## src/rtl/trap_controller.sv

```systemverilog
// Machine-mode trap sequencer: arbitrates IF/ID/EX exceptions and mret, drives the CSR
// file's trap inputs for one cycle, flushes the pipeline and redirects the PC.
module trap_controller #(
  parameter int XLEN = 32
) (
  input  logic            clk,
  input  logic            rst_n,
  input  logic            if_exc_valid,
  input  logic            id_exc_valid,
  input  logic            ex_exc_valid,
  input  logic [4:0]      if_exc_cause,
  input  logic [4:0]      id_exc_cause,
  input  logic [4:0]      ex_exc_cause,
  input  logic [XLEN-1:0] if_exc_pc,
  input  logic [XLEN-1:0] id_exc_pc,
  input  logic [XLEN-1:0] ex_exc_pc,
  input  logic [XLEN-1:0] if_exc_tval,
  input  logic [XLEN-1:0] id_exc_tval,
  input  logic [XLEN-1:0] ex_exc_tval,
  input  logic            mret_req,
  input  logic [XLEN-1:0] csr_mtvec,
  input  logic [XLEN-1:0] csr_mepc,
  output logic [5:0]      exception_code,
  output logic [XLEN-1:0] exception_mtval,
  output logic [XLEN-1:0] trap_epc,
  output logic            flush,
  output logic            redirect_valid,
  output logic [XLEN-1:0] redirect_pc,
  output logic            busy,
  output logic [15:0]     trap_count
);

  typedef enum logic [1:0] {IDLE, SAVE, MRET, REDIRECT} state_t;

  state_t          state_q, state_d;
  logic [4:0]      cause_q;
  logic [XLEN-1:0] pc_q, tval_q;
  logic            ret_q;

  logic            take_exc, take_mret;
  logic [4:0]      sel_cause, latch_cause;
  logic [XLEN-1:0] sel_pc, sel_tval;

  // Only direct-mode mtvec and halfword-aligned mepc are used as targets.
  logic unused_bits;
  assign unused_bits = ^{csr_mtvec[1:0], csr_mepc[0]};

  // An EX fault beats mret (the mret itself faulted); mret beats the younger ID/IF.
  always_comb begin
    take_exc  = 1'b0;
    take_mret = 1'b0;
    sel_cause = '0;
    sel_pc    = '0;
    sel_tval  = '0;
    if (state_q == IDLE && rst_n) begin
      if (ex_exc_valid) begin
        take_exc  = 1'b1;
        sel_cause = ex_exc_cause;
        sel_pc    = ex_exc_pc;
        sel_tval  = ex_exc_tval;
      end else if (mret_req) begin
        take_mret = 1'b1;
      end else if (id_exc_valid) begin
        take_exc  = 1'b1;
        sel_cause = id_exc_cause;
        sel_pc    = id_exc_pc;
        sel_tval  = id_exc_tval;
      end else if (if_exc_valid) begin
        take_exc  = 1'b1;
        sel_cause = if_exc_cause;
        sel_pc    = if_exc_pc;
        sel_tval  = if_exc_tval;
      end
    end
  end

  // Code 31 is reserved for the mret encoding, so it is reported as illegal instruction.
  assign latch_cause = (sel_cause == 5'd31) ? 5'd2 : sel_cause;

  always_ff @(posedge clk or negedge rst_n) begin
    if (!rst_n) begin
      state_q <= IDLE;
    end else begin
      state_q <= state_d;
    end
  end

  always_ff @(posedge clk or negedge rst_n) begin
    if (!rst_n) begin
      cause_q <= '0;
      pc_q    <= '0;
      tval_q  <= '0;
      ret_q   <= 1'b0;
    end else if (take_exc) begin
      cause_q <= latch_cause;
      pc_q    <= sel_pc;
      tval_q  <= sel_tval;
      ret_q   <= 1'b0;
    end else if (take_mret) begin
      ret_q   <= 1'b1;
    end
  end

  always_ff @(posedge clk or negedge rst_n) begin
    if (!rst_n) begin
      trap_count <= '0;
    end else if (state_q == SAVE && trap_count != 16'hFFFF) begin
      trap_count <= trap_count + 16'd1;
    end
  end

  always_comb begin
    state_d = state_q;
    unique case (state_q)
      IDLE: begin
        if (take_exc) begin
          state_d = SAVE;
        end else if (take_mret) begin
          state_d = MRET;
        end
      end
      SAVE:     state_d = REDIRECT;
      MRET:     state_d = REDIRECT;
      REDIRECT: state_d = IDLE;
      default:  state_d = IDLE;
    endcase
  end

  // The redirect target is read from the CSR inputs in the REDIRECT cycle itself so a
  // CSR write during SAVE/MRET is honoured.
  always_comb begin
    exception_code  = '0;
    exception_mtval = '0;
    trap_epc        = '0;
    redirect_valid  = 1'b0;
    redirect_pc     = '0;
    unique case (state_q)
      SAVE: begin
        exception_code  = {1'b1, cause_q};
        exception_mtval = tval_q;
        trap_epc        = pc_q;
      end
      MRET: begin
        exception_code = 6'b011111;
      end
      REDIRECT: begin
        redirect_valid = 1'b1;
        redirect_pc    = ret_q ? {csr_mepc[XLEN-1:1], 1'b0} : {csr_mtvec[XLEN-1:2], 2'b00};
      end
      default: begin
      end
    endcase
    busy  = (state_q != IDLE);
    flush = take_exc | take_mret | (state_q != IDLE);
  end

endmodule
```

## config.mk

```make
export PLATFORM = sky130hd
export DESIGN_NAME = trap_controller
export DESIGN_NICKNAME = d
export VERILOG_FILES = /design/src/rtl/trap_controller.sv
export SDC_FILE = /design/constraint.sdc
export NUM_CORES = 1
export LEC_CHECK = 0
export CAP_MARGIN = 20
export CORE_AREA = 5 5 150 152
export DETAILED_ROUTE_END_ITERATION = 12
export DIE_AREA = 0 0 155 157
export DONT_BUFFER_PORTS = 1
export PLACE_DENSITY = 0.51
export REMOVE_ABC_BUFFERS = 1
export SYNTH_ARGS = -nofsm -noshare
export SYNTH_HDL_FRONTEND = slang
export SYNTH_SLANG_ARGS = --single-unit
```

## constraint.sdc

```tcl
create_clock -name clk -period 2.6 [get_ports clk]
set_clock_uncertainty 0.2 [all_clocks]
set_input_delay 0.39 -clock clk [delete_from_list [all_inputs] [get_ports clk]]
set_output_delay 0.39 -clock clk [all_outputs]
set_load 0.01 [all_outputs]
```

; After elaboration in Yosys (flattened, before gate mapping)
; Index checks and enable logic that the tools add are counted.
[classes]
n_eq_ne = 6
mux = 35
reduce_logical = 6
n_addsub = 1
n_bitwise = 2
[ops]
columns = operator, n
row1 = $mux W32, 14
row2 = $mux W5, 6
row3 = $add A16 B1 Y16 const B, 1
row4 = $ne A16 B16 Y1 const B, 1
row5 = $pmux W6 S2, 1
row6 = $mux W1, 11
row7 = $pmux W2 S3, 1
row8 = $eq A5 B5 Y1 const B, 1
row9 = $eq A2 B2 Y1 const B, 2
row10 = $mux W2, 2
row11 = $reduce_bool A2 Y1, 2
row12 = $ne A3 B3 Y1 const B, 1
row13 = $eq A2 B1 Y1 const B, 1
row14 = $logic_and A1 B1 Y1, 2
row15 = $logic_not A2 Y1, 1
row16 = $or A1 B1 Y1, 2
row17 = $reduce_or A2 Y1, 1
[totals]
inputBits = 277
out_inout_bits = 121
reg_bits = 88
word_cells = 56

; Logic depth before layout (Yosys ltp)
[depth]
word_depth = 7
depth_mapped = 9
mapped_depth_nobuf = 6

; Worst setup path before layout
; OpenSTA, ideal clock, no wires.
[synth_path]
kind = reg-to-output
start = reg state_q[1]
end = out exception_code[0]
required_time_ns = 2.010
n_path_buf = 2
t_arrival_ns = 1.554
path_slack_ns = 0.456
stages_incl_launch_ff = 7
path_cell_list = dfrtp_1 -> inv_1 -> ha_1 -> clkbuf_1 -> clkbuf_1 -> a21oi_1 -> nor2_1
[synth_via]
elab_chain_len = 2
word_cells_on_any_way = 3
classes_between = eq/ne (2) / mux (1)
[synth_lines]
columns = element, line_no
row1 = from (decl), 35  ; state_t state_q, state_d;
row2 = from (signal assigned), 84  ; state_q <= state_d;
row3 = $eq A2 B2 Y1 or $eq A2 B1 Y1 (tied branches), 137  ; unique case (state_q)
row4 = $pmux W6 S2 (*), 137
row5 = to (decl), 23  ; output logic [5:0] exception_code,
; Every way passes the cells marked *; elsewhere a longest branch is shown, timed or not.

; Worst setup path after layout
[layout_path]
start = reg state_q[1]
end = out exception_mtval[28]
[layout_via]
elab_chain_len = 2
[layout_lines]
columns = element, line_no
row1 = $eq A2 B1 Y1, 137
row2 = $mux W32, 137
row3 = to (decl), 24  ; output logic [XLEN-1:0] exception_mtval,
; No other way between the ends.

==> flow_metrics.env <==
export IMPL_first_pass_iters=4
export IMPL_sw_frac_of_total_pct=40.6
export IMPL_ioPinCount=398
export IMPL_finalHoldViolCount=88
export IMPL_fp_dieH_um=157
export IMPL_cellPowerDensity_nw_per_um2=922
export IMPL_violations="negative hold slack"
export IMPL_period_share_pct=93.0
export IMPL_grt_ovfl_total=0
export IMPL_grt_use_total_pct=15.2
export IMPL_synthXorXnorAreaFrac_pct=1.34
export IMPL_synth_area_um2=5860
export IMPL_synth_distinct_cells=49
export IMPL_p_int_mw=3.52
export IMPL_die_area_um2=24300
export IMPL_synth_top_area_share_pct=37.6
export IMPL_crit_type="register to output pin"
export IMPL_dpl_cell_count=883
export IMPL_drc=0
export IMPL_cts_htree_levels=3
export IMPL_required_ns=2.01
export IMPL_synth_edff_count=0
export IMPL_worstSkewPairLatency_ns=0.35
export IMPL_tightest_slew_ns=0.603
export IMPL_cts_resized_gates=0
export IMPL_drv_cap=0
export IMPL_wl_per_cell_um=21.8
export IMPL_status="complete, but fails checks"
export IMPL_avgSynthCellArea_um2=8.92
export IMPL_ys_ff_latch=88
export IMPL_power_switching_mw=2.40
export IMPL_drive_above_1_share_pct=7.19
export IMPL_rrSetupSlack_ns=0.39
export IMPL_grt_max_degree=93
export IMPL_start_kind="register"
export IMPL_clock_sinks=88
export IMPL_cts_hold_buf=2
export IMPL_clk_pin_slew_ns=0.08
export IMPL_async_flop_share_pct=100
export IMPL_synth_top_family_by_area="compound AO/OA/AOI/OAI gates"
export IMPL_ys_seq_area_share_pct=37.6
export IMPL_yosys_top_cells_area="dfrtp_1 38%, a22o_1 9.9%, a22oi_1 8.5%, and2_1 7.0%, o21ai_0 5.7%"
export IMPL_num_vias=4940
export IMPL_rsz0062_at_grt="false"
export IMPL_routed_wl_um=19600
export IMPL_area_growth_pct=9.41
export IMPL_core_area_um2=20900
export IMPL_die_x_um=155
export IMPL_fillers=2207
export IMPL_synthAdderAreaFrac_pct=1.07
export IMPL_cts_root_buf="clkbuf_16"
export IMPL_synth_compound_area_share_pct=28.2
export IMPL_seqPwrFrac_pct=39.9
export IMPL_max_freq_mhz=414
export IMPL_grt_pass1_vias=5208
export IMPL_dp_hpwl_um=14600
export IMPL_synthSimpleGateAreaFrac_pct=21.3
export IMPL_finalSetupViolCount=0
export IMPL_synth_ff_type="dfrtp_1"
export IMPL_rows=53
export IMPL_crit_fanout=39
export IMPL_min_period_ns=2.42
export IMPL_yosys_warnings=0
export IMPL_ir_drop_uv=257
export IMPL_slew_viol_final=0
export IMPL_end_kind="output pin"
export IMPL_dr_first_iter_drc_count=194
export IMPL_power_frac_comb_pct=37.8
export IMPL_cts_setup_buffers=0
export IMPL_synth_cells=657
export IMPL_rr_endpoint="ret_q$_DFFE_PN0P_"
export IMPL_holdWs_ns=-0.471
export IMPL_ant_nets=0
export IMPL_viasPerCell=5.48
export IMPL_arrival_ns=1.83
export IMPL_p_leak_nw=2.67
export IMPL_hold_class="input pin to asynchronous set/reset pin"
export IMPL_antenna_found_initial=0
export IMPL_r2r_start="state_q[1]$_DFFE_PN0P_"
export IMPL_setup_slack_ns=0.182
export IMPL_fin_cells=901
export IMPL_yosysTopAreaCell="dfrtp_1"
export IMPL_synthMuxAreaShare_pct=5.38
export IMPL_start_util_pct=28.1
export IMPL_port_buffers=0
export IMPL_grt_pass1_wl_um=29200
export IMPL_cts_tree="yes"
export IMPL_rr_worst_depth=7
export IMPL_place_ws_ns=0.382
export IMPL_clkPwrFrac_pct=22.3
export IMPL_antenna_cells=0
export IMPL_cts_buffers_inserted=9
export IMPL_cts_max_path_buffers=2
export IMPL_fin_nets=903
export IMPL_slew_headroom_pct=59.4
export IMPL_globalplace_congestion=0.819
-- cells by family after synthesis --
group | Yosys count
compound gates | 232
simple gates | 224
flops | 88
buf+inv | 67
mux | 31
xor+xnor | 9
fa+ha+maj | 5
other cells | 1
-- how the worst max path moves through the flow --
| stage | startpoint | to | slack (ns) |
|---|---|---|---|
| after floorplan | if_exc_valid | state_q[0]$_DFFE_PN0P_ | -1.05 |
| after global placement | state_q[1]$_DFFE_PN0P_ | trap_count[6]$_DFFE_PN0P_ | 0.47 |
| after detailed placement | state_q[1]$_DFFE_PN0P_ | trap_count[6]$_DFFE_PN0P_ | 0.38 |
| after CTS | state_q[1]$_DFFE_PN0P_ | exception_mtval[28] | 0.12 |
| after global routing | state_q[1]$_DFFE_PN0P_ | exception_mtval[28] | 0.05 |
| final | state_q[1]$_DFFE_PN0P_ | exception_mtval[28] | 0.18 |
-- power groups by stage --
stage          clock, mW  sequential (mW)  combinational (mW)
3_3_place_gp           0             2.36                2.22
5_1_grt             1.45             2.45                2.53
2_1_floorplan          0             2.30                1.67
6_report            1.32             2.36                2.24
4_1_cts             1.41             2.37                2.29
3_5_place_dp           0             2.39                2.28
-- worst max-delay path: stages (launching register included) --
cell and delay [ns]:
dfrtp_1 0.43, inv_1 0.12, ha_2 0.26, buf_4 0.37
and2_1 0.29
-- registers in the layout (all words and copies together) (netlist names) --
name,flops
pc_q,32
trap_count,16
ret_q,1
state_q,2
cause_q,5
tval_q,32
-- stage by stage --
stage          utilization, %  TNS (ns)  cell area, µm²  hold slack (ns)  total power [mW]
3_5_place_dp             29.2         0            6100           -0.103              4.67
6_report                 30.7         0            6410           -0.471              5.92
4_1_cts                  30.7         0            6410           -0.494              6.06
3_3_place_gp             29.2         0            6100           -0.103              4.57
5_1_grt                  30.7         0            6410           -0.503              6.43
2_1_floorplan               -    -64.46            5580           -0.106              3.97
-- final cells by class --
cell class,count,area (µm²),share of cell area (%)
multi-input cells,502,3380,52.7
clock inverters,7,73.8,1.15
flip-flops and latches,88,2200,34.3
repair buffers,15,168,2.61
well taps,275,344,5.36
clock buffers,9,225,3.51
inverters,5,18.8,0.293
-- cells in the mapped netlist (2+ instances only) --
cell / instances
a211oi_2: 2
a21boi_0: 2
a21oi_1: 14
a221o_1: 3
a22o_1: 66
a22oi_1: 66
a31oi_1: 3
and2_1: 66
and3_1: 2
and4_1: 3
and4b_1: 2
buf_2: 36
clkbuf_1: 25
dfrtp_1: 88
ha_1: 5
inv_1: 5
mux2i_1: 30
nand2_1: 76
nand3_1: 5
nand3b_1: 2
nand4_1: 3
nor2_1: 13
nor2b_1: 31
nor3_1: 5
nor4_1: 3
nor4bb_1: 3
o21ai_0: 67
o221ai_1: 2
o31ai_1: 2
xnor2_1: 2
xor2_1: 7
-- layout by cell type, fill, tap and decap left out, types with 3 or more instances in the layout --
cell type / instances
buf_4: 9
nor2_1: 13
ha_1: 4
mux2i_1: 30
a22o_1: 66
nand2_1: 76
xor2_1: 7
nor2b_1: 30
nand4_1: 3
and2_1: 66
a21oi_1: 14
buf_12: 4
a31oi_1: 3
and4_1: 3
o21ai_0: 67
dfrtp_1: 88
nor3_1: 5
inv_8: 3
a22oi_1: 66
inv_1: 5
nand3_1: 5
nor4_1: 3
a221o_1: 3
nor4bb_1: 3
clkbuf_16: 9
-- per-layer routing --
metal,global-route usage (%),wire (µm)
met5,0,0
met4,4.84,316
met3,4.40,1840
met2,28.2,10300
met1,16.7,7130
No activity file was read; power rests on OpenSTA's default activity.
